$ cat src/rtl/memory_arbiter.sv
// Round-robin arbiter sharing one single-port memory between requesters A and B.
// Tenure is capped at MAX_BURST consecutive grants while the other side waits.
module memory_arbiter #(
  parameter int ADDR_WIDTH = 10,
  parameter int DATA_WIDTH = 8,
  parameter int MAX_BURST  = 4
) (
  input  logic                  clk,
  input  logic                  reset,
  input  logic                  a_req,
  input  logic                  a_we,
  input  logic [ADDR_WIDTH-1:0] a_addr,
  input  logic [DATA_WIDTH-1:0] a_wdata,
  input  logic                  b_req,
  input  logic                  b_we,
  input  logic [ADDR_WIDTH-1:0] b_addr,
  input  logic [DATA_WIDTH-1:0] b_wdata,
  output logic                  a_gnt,
  output logic                  b_gnt,
  output logic                  a_rvalid,
  output logic                  b_rvalid,
  output logic [DATA_WIDTH-1:0] a_rdata,
  output logic [DATA_WIDTH-1:0] b_rdata,
  output logic                  mem_write_enable,
  output logic [ADDR_WIDTH-1:0] mem_address,
  output logic [DATA_WIDTH-1:0] mem_data_in,
  input  logic [DATA_WIDTH-1:0] mem_data_out
);

  localparam int CW = $clog2(MAX_BURST + 1);
  localparam logic [CW-1:0] BURST_MAX = CW'(MAX_BURST);
  localparam logic [1:0] OWN_NONE = 2'd0;
  localparam logic [1:0] OWN_A    = 2'd1;
  localparam logic [1:0] OWN_B    = 2'd2;

  logic [1:0]    owner;
  logic          prev_b;
  logic [CW-1:0] burst_cnt;
  logic          vld_a_p1;
  logic          vld_b_p1;
  logic          pick_a;
  logic          pick_b;
  logic          at_cap;

  assign at_cap = (burst_cnt == BURST_MAX);

  always_comb begin
    pick_a = 1'b0;
    pick_b = 1'b0;
    case (owner)
      OWN_A: begin
        if (a_req && !(b_req && at_cap)) pick_a = 1'b1;
        else if (b_req)                  pick_b = 1'b1;
      end
      OWN_B: begin
        if (b_req && !(a_req && at_cap)) pick_b = 1'b1;
        else if (a_req)                  pick_a = 1'b1;
      end
      default: begin
        if (a_req && b_req) begin
          pick_a = prev_b;
          pick_b = !prev_b;
        end else begin
          pick_a = a_req;
          pick_b = b_req;
        end
      end
    endcase
  end

  assign a_gnt = pick_a && !reset;
  assign b_gnt = pick_b && !reset;

  // Stage p0: granted command steered onto the memory port
  always_comb begin
    mem_write_enable = 1'b0;
    mem_address      = '0;
    mem_data_in      = '0;
    if (a_gnt) begin
      mem_write_enable = a_we;
      mem_address      = a_addr;
      mem_data_in      = a_wdata;
    end else if (b_gnt) begin
      mem_write_enable = b_we;
      mem_address      = b_addr;
      mem_data_in      = b_wdata;
    end
  end

  // burst_cnt saturates so a lone requester can stream indefinitely yet yield at once
  always_ff @(posedge clk) begin
    if (reset) begin
      owner     <= OWN_NONE;
      prev_b    <= 1'b1;
      burst_cnt <= '0;
      vld_a_p1  <= 1'b0;
      vld_b_p1  <= 1'b0;
    end else begin
      vld_a_p1 <= a_gnt && !a_we;
      vld_b_p1 <= b_gnt && !b_we;
      if (a_gnt) begin
        if (owner == OWN_A) begin
          if (!at_cap) burst_cnt <= burst_cnt + CW'(1);
        end else begin
          owner     <= OWN_A;
          prev_b    <= 1'b0;
          burst_cnt <= CW'(1);
        end
      end else if (b_gnt) begin
        if (owner == OWN_B) begin
          if (!at_cap) burst_cnt <= burst_cnt + CW'(1);
        end else begin
          owner     <= OWN_B;
          prev_b    <= 1'b1;
          burst_cnt <= CW'(1);
        end
      end else begin
        owner     <= OWN_NONE;
        burst_cnt <= '0;
      end
    end
  end

  // Stage p1: read data returns from the memory's output register
  assign a_rvalid = vld_a_p1 && !reset;
  assign b_rvalid = vld_b_p1 && !reset;
  assign a_rdata  = mem_data_out;
  assign b_rdata  = mem_data_out;

endmodule

$ cat config.mk
export PLATFORM = sky130hd
export DESIGN_NAME = memory_arbiter
export DESIGN_NICKNAME = d
export VERILOG_FILES = /design/src/rtl/memory_arbiter.sv
export SDC_FILE = /design/constraint.sdc
export NUM_CORES = 1
export LEC_CHECK = 0
export ABC_AREA = 1
export CORE_ASPECT_RATIO = 0.5
export CORE_MARGIN = 3
export CORE_UTILIZATION = 31
export CTS_CLUSTER_SIZE = 24
export DETAILED_ROUTE_END_ITERATION = 16
export GPL_TIMING_DRIVEN = 0
export PLACE_DENSITY = 0.85
export SETUP_SLACK_MARGIN = 0.3
export SLEW_MARGIN = 15
export SYNTH_ARGS = -nofsm -noshare
export SYNTH_HDL_FRONTEND = slang
export SYNTH_SLANG_ARGS = --single-unit
$ cat constraint.sdc
create_clock -name clk -period 2.4 [get_ports clk]
set_clock_uncertainty 0.1 [all_clocks]
set_input_delay 0.6 -clock clk [delete_from_list [all_inputs] [get_ports clk]]
set_output_delay 0.6 -clock clk [all_outputs]
set_load 0.005 [all_outputs]
After elaboration in Yosys (flattened, before gate mapping)
Cells that the tools add are included.
{"block": "word_totals", "reg_bits": 8, "input_bits": 50}
{"block": "op_classes", "reduce_logical": 20, "mux": 29, "n_eq_ne": 6, "add_sub_neg": 1}
{"operator": "2-to-1 mux 10 bit", "count": 2}
{"operator": "2-to-1 mux 8 bit", "count": 2}
{"operator": "2-to-1 mux 3 bit", "count": 5}
{"operator": "2-to-1 mux 1 bit", "count": 14}
{"operator": "logical AND 1 bit", "count": 11}
{"operator": "2-to-1 mux 2 bit", "count": 4}
{"operator": "logical NOT 1 bit", "count": 6}
{"operator": "inequality test 2 bit, second input constant", "count": 2}
{"operator": "case mux 1 bit (2 select lines)", "count": 2}
{"operator": "adder 3 x 1 -> 3 bit, second input constant", "count": 1}
{"operator": "== test 3 bit, second input constant", "count": 1}
{"operator": "inequality test 3 bit, second input constant", "count": 1}
{"operator": "AND reduction 3 bit", "count": 1}
{"operator": "== test 2 x 1 -> 1 bit, second input constant", "count": 1}
{"operator": "== test 2 bit, second input constant", "count": 1}
{"operator": "AND reduction 2 bit", "count": 1}
{"operator": "nonzero test 2 bit", "count": 1}

Depth between registers and ports, before layout
{"block": "depth", "word_depth": 9, "ltp_mapped": 11, "depth_no_buf": 10}

Worst setup path after synthesis
OpenSTA, ideal clock, no wires.
{"block": "synth_path", "path_kind": "register to output", "from": "register burst_cnt[0]", "to": "output port mem_address[0]", "setup_slack_ps": 393, "path_buffers": 1, "stages_incl_launch_ff": 12, "t_arrival_ps": 1307, "t_required_ps": 1700, "cell_sequence": "dfxtp_1 > inv_1 > ha_1 > nand2_1 > nand2_1 > nand3_1 > nand3_2 > nand2_4 > inv_2 > buf_6 > nand2_1 > nand2_1"}
{"block": "synth_between", "word_cells_on_any_way": 17, "cone_classes": "1 x eq/ne; 8 x mux; 8 x reduce/logical"}
{"item": "from (decl)", "line": "38", "source": "logic [CW-1:0] burst_cnt;"}
{"item": "from (signal assigned)", "line": "103", "source": "if (!at_cap) burst_cnt <= burst_cnt + CW'(1);"}
{"item": "from (signal assigned)", "line": "111", "source": "if (!at_cap) burst_cnt <= burst_cnt + CW'(1);"}
{"item": "== test 3 bit (*)", "line": "45", "source": "assign at_cap = (burst_cnt == BURST_MAX);"}
{"item": "logical AND 1 bit (on tied branches)", "line": "56, 52"}
{"item": "logical NOT 1 bit (on tied branches)", "line": "56, 52"}
{"item": "logical AND 1 bit (on tied branches)", "line": "56, 52"}
{"item": "2-to-1 mux 1 bit (on tied branches)", "line": "56, 52"}
{"item": "case mux 1 bit (2 select lines) (*)", "line": "50", "source": "case (owner)"}
{"item": "logical AND 1 bit (*)", "line": "71", "source": "assign a_gnt = pick_a && !reset;"}
{"item": "named net a_gnt", "line": "18", "source": "output logic a_gnt,"}
{"item": "2-to-1 mux 10 bit (*)", "line": "79", "source": "if (a_gnt) begin"}
{"item": "to (decl)", "line": "25", "source": "output logic [ADDR_WIDTH-1:0] mem_address,"}
The timed path passes the listed nets; every way through them passes the cells marked *.

Worst setup path after layout
{"block": "layout_path", "from": "input port b_req", "to": "output port mem_address[4]"}
{"block": "layout_between", "elab_chain_len": 8, "word_cells_on_any_way": 18, "cone_classes": "11 x mux; 7 x reduce/logical"}
{"item": "from (decl)", "line": "14", "source": "input logic b_req,"}
{"item": "logical AND 1 bit", "line": "52", "source": "if (a_req && !(b_req && at_cap)) pick_a = 1'b1;"}
{"item": "logical NOT 1 bit", "line": "52"}
{"item": "logical AND 1 bit", "line": "52"}
{"item": "2-to-1 mux 1 bit", "line": "52"}
{"item": "case mux 1 bit (2 select lines)", "line": "50"}
{"item": "logical AND 1 bit", "line": "72", "source": "assign b_gnt = pick_b && !reset;"}
{"item": "2-to-1 mux 10 bit", "line": "83", "source": "end else if (b_gnt) begin"}
{"item": "2-to-1 mux 10 bit (*)", "line": "79"}
Every way passes the cells marked *; elsewhere a longest branch is shown, timed or not.

==> results_tabular.tex <==
\begin{tabular}{lr}
\hline
Metric & Value \\
\hline
\multicolumn{2}{l}{\textbf{Status}} \\
\quad Result of the run & finished with violations \\
\quad Violations in the final reports & negative setup slack \\
\multicolumn{2}{l}{\textbf{Finish}} \\
\quad Number of diodes added for antenna fixing & 0 \\
\quad Total of fill cells in the finished design & 90 \\
\quad Area growth from synthesis to layout & 165.6\% \\
\quad Final cell count without fillers & 321 \\
\quad Share of cells above drive strength 1 & 58.10\% \\
\quad Net count of the finished layout & 340 \\
\quad Total non-filler cell area in the finished layout & 2592 sq um \\
\multicolumn{2}{l}{\textbf{Logic synthesis}} \\
\quad Top cell type's share of synthesized area & 21.92\% \\
\quad Syn avg cell area & 6.216 sq um \\
\quad Instance count of the mapped netlist & 157 \\
\quad Cell taking the most area after synthesis & sky130\_fd\_sc\_hd\_\_nand2\_1 \\
\quad Post-synthesis adder-cell area fraction & 5.128\% \\
\quad Dominant combinational cell family by area after synthesis & simple AND/OR/NAND/NOR gates \\
\quad Count of state elements after synthesis & 8 \\
\quad Multiplexer fraction of the synthesized cell area & 0\% \\
\quad Mapped Nets & 211 \\
\quad Most frequent cells after synthesis & 57 x sky130\_fd\_sc\_hd\_\_nand2\_1, 27 x sky130\_fd\_sc\_hd\_\_nand3\_1, 16 x sky130\_fd\_sc\_hd\_\_buf\_4, 16 x sky130\_fd\_sc\_hd\_\_inv\_1, 8 x sky130\_fd\_sc\_hd\_\_dfxtp\_1 \\
\quad Distinct cell type count after synthesis & 20 \\
\quad Cell area after synthesis & 975.9 sq um \\
\quad Area share of xor/xnor cells in the synthesized design & 1.795\% \\
\quad Share of synthesized area occupied by flip-flops and latches & 16.41\% \\
\quad Most common cell in the synthesized netlist & sky130\_fd\_sc\_hd\_\_nand2\_1 \\
\quad Warnings from Yosys & 0 \\
\quad Top post-synthesis cells by area & sky130\_fd\_sc\_hd\_\_nand2\_1 22\%, sky130\_fd\_sc\_hd\_\_dfxtp\_1 16\%, sky130\_fd\_sc\_hd\_\_nand3\_1 14\%, sky130\_fd\_sc\_hd\_\_buf\_4 12\%, sky130\_fd\_sc\_hd\_\_buf\_6 6.9\% \\
\quad Leading register cell type out of synthesis & sky130\_fd\_sc\_hd\_\_dfxtp\_1 \\
\quad Post-synthesis share of cell area spent on and, or, nand and nor gates & 45.13\% \\
\quad Fraction of the mapped netlist area in compound gates & 5.769\% \\
\quad Share of flip-flops with an asynchronous set or reset after synthesis & 0\% \\
\quad EDFF count, synth & 0 \\
\multicolumn{2}{l}{\textbf{Worst setup path}} \\
\quad Crit Path Class & primary input to output port \\
\quad Worst-case reg-to-reg path depth & 20 \\
\quad CP Data Required Time & 1.70 ns \\
\quad Critical Path Source Type & primary input \\
\quad WP data arrival & 1.89 ns \\
\quad Cells along the critical path & buf\_6 -> nand2\_2 -> buf\_4 -> nand3\_2 -> nand2\_2 -> nor2\_4 -> buf\_6 -> buf\_8 -> buf\_6 -> nand3\_2 -> nand2\_1 -> buf\_2 \\
\quad Cell with the largest stage delay on the worst path & sky130\_fd\_sc\_hd\_\_nor2\_4 \\
\quad Critical path capture point type & output port \\
\quad Biggest cell delay along the critical path & 0.16 ns \\
\quad Cell occurring most often along the worst timing path & sky130\_fd\_sc\_hd\_\_buf\_6 \\
\quad Highest fanout seen on the critical path & 6 \\
\multicolumn{2}{l}{\textbf{Die}} \\
\quad Die Y & 45.68 microns \\
\quad Io pins & 89 \\
\quad Die outline area & 3898 sq um \\
\quad Starting utilization of the core area & 34.88\% \\
\quad CORE AREA & 2798 sq um \\
\quad Horiz. Die Dim & 85.35 microns \\
\quad Cell row count & 13 \\
\multicolumn{2}{l}{\textbf{Detailed routing}} \\
\quad WL met1 & 2.554 mm \\
\quad Uppermost signal routing layer after detailed routing & met4 \\
\quad Vias per cell & 5.324 \\
\quad DR WL/cell & 20.87 microns \\
\quad Via count & 1709 \\
\quad Post-Route WL & 6.700 mm \\
\quad Iteration count of the initial detailed-routing pass & 4 \\
\quad Met2 Wirelength & 3.278 mm \\
\quad Number of routed nets with antenna violations & 0 \\
\quad Met3 wire length & 561 microns \\
\quad \# DRC & 0 \\
\quad Initial DRC Count & 136 \\
\multicolumn{2}{l}{\textbf{CTS}} \\
\quad Clock tree from TritonCTS & done \\
\quad CTS clock-pin slew for the worst setup and hold paths & 0.04 ns \\
\quad Total CTS buffers & 3 \\
\quad Depth of the CTS H-tree & 1 \\
\quad Hold buffer count at CTS & 0 \\
\quad Clock latency on the worst-skew pair & 0.24 ns \\
\quad Root buffer selected by CTS & sky130\_fd\_sc\_hd\_\_clkbuf\_8 \\
\quad Total clock sinks & 8 \\
\quad Buffer levels on the longest clock path & 2 \\
\multicolumn{2}{l}{\textbf{Placement}} \\
\quad Number of placed cells counting well taps & 274 \\
\quad Area after detailed placement & 1823 sq um \\
\quad Count of buffers inserted at the top-level ports & 80 \\
\quad Weighted congestion reported at the end of routability-driven placement & 0.8004 \\
\quad Post-DP HPWL & 3.059 mm \\
\multicolumn{2}{l}{\textbf{Power}} \\
\quad Power Dens Cells & 882.6 nW/um\^{}2 \\
\quad Largest voltage drop on the vdd net & 0.5688 mV \\
\quad Static power due to leakage & 1.248 nW \\
\quad Overall power after layout & 2.288 mW \\
\multicolumn{2}{l}{\textbf{Min path}} \\
\quad WHS Path Cells & 2 \\
\quad Path type of the worst min-delay path & flop to flop \\
\multicolumn{2}{l}{\textbf{Timing}} \\
\quad RSZ-0062 raised after global routing & true \\
\quad Total count of hold-check failures in the final report & 0 \\
\quad Relative slew slack & 81.45\% \\
\quad Pins Over Slew Limit & 0 \\
\quad Worst-Margin Slew & 0.2775 ns \\
\quad Total of endpoints with negative setup slack in the final report & 25 \\
\quad Post-route fraction of the period consumed by the critical path & 108.0\% \\
\quad Highest achievable clock rate & 385.9 MHz \\
\quad Time the worst path needs with I/O delays and setup & 2.591 ns \\
\quad Hold Worst Slack & 0.4146 ns \\
\quad Least setup slack across all paths after layout & -0.1912 ns \\
\multicolumn{2}{l}{\textbf{GRT}} \\
\quad Combined global-route utilization of all metal layers & 27.23\% \\
\quad Antenna violations before repair & 0 \\
\quad Via count of the first global-routing pass & 1647 \\
\quad Wire length of the first global-routing pass & 7.969 mm \\
\quad Overflow left after global routing & 0 \\
\quad Pin count of the biggest net entering global routing & 7 \\
\multicolumn{2}{l}{\textbf{Job}} \\
\quad Number of max-cap violations & 0 \\
\hline
\end{tabular}
-- worst max-delay path: cells and delay by family --
kind	cells	cell delay, ns
simple gates	6	0.54
buf+inv	6	0.76
-- area by class of cell --
class / count / area [sq um] / share of cell area, %
multi-input combinational: 110 / 889.6 / 34.31
sequential: 8 / 168.9 / 6.515
tap: 37 / 46.29 / 1.786
clock buffer: 3 / 41.29 / 1.593
timing repair buffer: 124 / 1172 / 45.22
inverter: 17 / 78.83 / 3.041
buffer: 22 / 195.2 / 7.529
-- cell usage in the layout (no fill, tap or decap), types with 3 or more instances in the layout --
master	instances
sky130_fd_sc_hd__clkdlybuf4s50_1	54
sky130_fd_sc_hd__nand2_1	38
sky130_fd_sc_hd__buf_6	34
sky130_fd_sc_hd__buf_4	33
sky130_fd_sc_hd__buf_2	18
sky130_fd_sc_hd__nand3_2	17
sky130_fd_sc_hd__nand2_2	12
sky130_fd_sc_hd__inv_1	9
sky130_fd_sc_hd__nand2_4	8
sky130_fd_sc_hd__nand3_4	7
sky130_fd_sc_hd__nand3_1	6
sky130_fd_sc_hd__inv_2	5
sky130_fd_sc_hd__nor2_4	4
sky130_fd_sc_hd__nor2_1	4
sky130_fd_sc_hd__dfxtp_2	4
sky130_fd_sc_hd__ha_4	3
sky130_fd_sc_hd__clkbuf_8	3
sky130_fd_sc_hd__dfxtp_1	3
-- through the flow --
step,TNS (ns),setup slack [ns],util (%)
6_report,-3.245,-0.1912,92.67
5_1_grt,-4.738,-0.2432,92.67
4_1_cts,-1.046,-0.1098,81.62
3_5_place_dp,-15.89,-0.7897,65.16
3_3_place_gp,-15.22,-0.7502,65.16
2_1_floorplan,0,0.3931,-
-- flip-flops by register name, summed over array words and instances, names as in the netlist --
name       cells
prev_b         1
owner          2
vld_b_p1       1
burst_cnt      3
vld_a_p1       1
-- cells by family after synthesis --
kind of cell,count (synthesis)
DFF,8
xor gates and xnor gates,2
adders and majority gates,4
and+or+nand+nor,98
buffers and inverters,39
AOI/OAI and AO/OA,6
-- worst paths after layout --
path | slack [ns] | from | end
worst min register to register | 0.41 | owner[1] | owner[1]
worst max register to register | -0.08 | burst_cnt[0] | burst_cnt[2]
worst min-delay path | 0.41 | owner[1] | owner[1]
worst max-delay path | -0.19 | b_req | mem_address[4]
-- power by group --
group / internal [mW] / total (mW) / switching, mW
registers: 0.175 / 0.208 / 0.0336
logic: 0.964 / 1.90 / 0.940
clock network: 0.110 / 0.175 / 0.0657
-- what timing repair did --
item / 4_1_cts / 5_1_grt
endpoints found under the setup margin: 23 / 26
cloned: 4 / 0
endpoints found under the hold margin: 0 / 0
gates resized for setup: 161 / 64
pin swaps: 17 / 37
buffers inserted: 32 / 8
-- per-layer routing --
| layer | global-route usage (%) | up-vias |
|---|---|---|
| li1 | - | 732 |
| met5 | 0 | - |
| met1 | 29.53 | 804 |
| met2 | 54.63 | 140 |
| met3 | 3.249 | 33 |
| met4 | 12.93 | 0 |
Power figures use the tool's default switching activity.
==> variant (same settings) <==
Set the parameter `ADDR_WIDTH` to 11 (it was 10).
--- a/src/rtl/memory_arbiter.sv
+++ b/src/rtl/memory_arbiter.sv
@@ -2,5 +2,5 @@
 // Tenure is capped at MAX_BURST consecutive grants while the other side waits.
 module memory_arbiter #(
-  parameter int ADDR_WIDTH = 10,
+  parameter int ADDR_WIDTH = 11,
   parameter int DATA_WIDTH = 8,
   parameter int MAX_BURST  = 4
Ports: changed (resized a_addr, b_addr and mem_address); port bits go from 89 to 92. No check against the original RTL was run, so the function may have changed too.
==> variant against the unedited design <==
The run still ends with setup timing left; final area fell by 5.5%; setup slack got worse by 0.070 ns; routed wire length fell by 1.0%; sequential cell count did not move; register-to-register slack improved by 0.03 ns; power fell by 7.5%; area after synthesis rose by 2.1%; sequential power fell by 2%; critical endpoint is now mem_address[8]; highest routed layer unchanged.
==> variant: results (changes against the unedited design) <==
stage,metric,value,unit,change
run_status,outcome,"complete, but fails checks",,
run_status,failing checks,setup timing,,
timing,final setup fails,25,,unchanged
timing,final worst setup slack,-0.261,ns,-0.0700 ns
final_layout,ant diodes,0,,unchanged
synthesis,asr flop ratio synth,0,,unchanged
placement,Placed Area,1870,um2,+2.7%
placement,Port Buffers,83,,+3.8%
synthesis,top post-synthesis cells by area,"nand2_1, dfxtp_1, nand3_1, buf_4, buf_6",,
clock_tree,CTS max path bufs,2,,unchanged
placement,Post-DP HPWL,2970,um,-2.8%
final_layout,biggest regs,"burst_cnt x3, owner x2",,
grt,GR Util All Layers,0.268,,-0.00391
critical_path,arrival time at the worst endpoint,1.96,ns,+0.07 ns
clock_tree,Clock Tree Root,clkbuf_8,,
synthesis,post-synthesis sequential area ratio,0.161,,-0.00330
final_layout,layout cells sized above 1,0.516,,-0.0652
synthesis,main flop type after synthesis,dfxtp_1,,
hold_path,Hold/Removal Path Class,reg -> reg,,
grt,first-pass GRT wire length,8140,um,+2.1%
synthesis,warnings from Yosys,0,,unchanged
synthesis,Syn Nets,216,,+2.4%
timing,Slew headroom,0.797,,-0.0171
routing,DRT antenna net count,0,,unchanged
clock_tree,H-tree Lvls,1,,unchanged
critical_path,peak fanout along the critical path,5,,-1
synthesis,number of library cell types mapped by synthesis,20,,unchanged
clock_tree,Worst-path clk slew,0.04,ns,about the same
grt,initial antenna violation count,0,,unchanged
routing,via density per instance,5.46,,+2.5%
routing,1st-iter DRT viols,79,,-42%
clock_tree,worst skew pair latency,0.23,ns,
routing,Avg WL per Cell,20.6,um,-1.4%
placement,GPL Wtd Cong,0.796,,-0.55%
routing,first-pass detailed-route iteration total,4,,unchanged
clock_tree,total CTS buffers,3,,unchanged
power_and_ir_drop,static leakage,1.22,nW,-2.0%
grt,vias in the first global route,1717,,+4.3%
power_and_ir_drop,peak supply drop,0.608,mV,+6.9%
final_layout,final-stage net count,343,,+0.88%
synthesis,Post-synth top cells,"nand2_1, nand3_1, buf_4, inv_1",,
grt,largest net degree at the start of global routing,11,,+4
## variant: through the flow
stage	power, mW	worst slack [ns]	TNS (ns)	instances	utilization
after CTS	1.77	-0.116	-0.949	316	0.819
after global routing	2.20	-0.308	-5.07	322	0.871
after detailed placement	1.21	-0.801	-16.60	280	0.666
after floorplan	0.743	0.387	0	160	-
final	2.12	-0.261	-3.80	322	0.871
after global placement	1.18	-0.754	-16.16	280	0.666
## variant: timing repair
action	in CTS	in global routing
hold buffers	0	0
gates resized for setup	162	24
pin swaps	28	13
setup buffers	30	5
gates cloned	3	1
endpoints found under the hold margin	0	0
endpoints found under the setup margin	24	27
## variant: final timing paths
check / startpoint / slack (ns) / to / cells past startpoint
worst max register to register: burst_cnt[1]$_SDFF_PP0_ / -0.05 / owner[1]$_SDFFE_PP0P_ / 20
worst max-delay path: burst_cnt[1]$_SDFF_PP0_ / -0.26 / mem_address[8] / 13
worst min register to register: owner[1]$_SDFFE_PP0P_ / 0.41 / owner[1]$_SDFFE_PP0P_ / 2
worst min-delay path: owner[1]$_SDFFE_PP0P_ / 0.41 / owner[1]$_SDFFE_PP0P_ / 2
## variant: area by class of cell
type                       instances  area (um2)
timing repair buffer             122        1150
multi-input combinational        113         771
fill                             106         364
buffer                            22         200
sequential                         8         165
inverter                          17        73.8
tap                               37        46.3
clock buffer                       3        41.3
## variant: metal layers
metal,wire (um),track usage,part of all wire,vias to the layer above
met1,2220,0.261,0.33,784
met3,646,0.0446,0.097,69
met4,592,0.177,0.089,0
met2,3170,0.547,0.48,165
met5,0,0,0,-
li1,-,-,-,740
## variant: where the power goes
part / switching, mW / total [mW] / internal [mW]
registers: 0.0302 / 0.204 / 0.174
logic: 0.842 / 1.75 / 0.904
clock network: 0.0567 / 0.166 / 0.109
## variant: kinds of logic (layout without fill, tap and decap cells)
kind of cell / after synthesis / after routing / share of synthesized area
DFF: 8 / 8 / 0.161
buffers and inverters: 39 / 164 / 0.255
adders and majority gates: 4 / 4 / 0.0503
and+or+nand+nor: 101 / 101 / 0.467
AOI/OAI and AO/OA: 6 / 6 / 0.0490
xor gates and xnor gates: 2 / 2 / 0.0176
## variant: critical path: stages (launching register included)
cell and delay, ns:
dfxtp_2 0.33, inv_2 0.05, ha_4 0.17, nand3_2 0.07, nand3_2 0.12, nand2_2 0.10, nor2_2 0.06, nor2_4 0.19
buf_6 0.14, buf_6 0.10, buf_6 0.11, nand3_2 0.05, nand2_1 0.11, buf_2 0.14
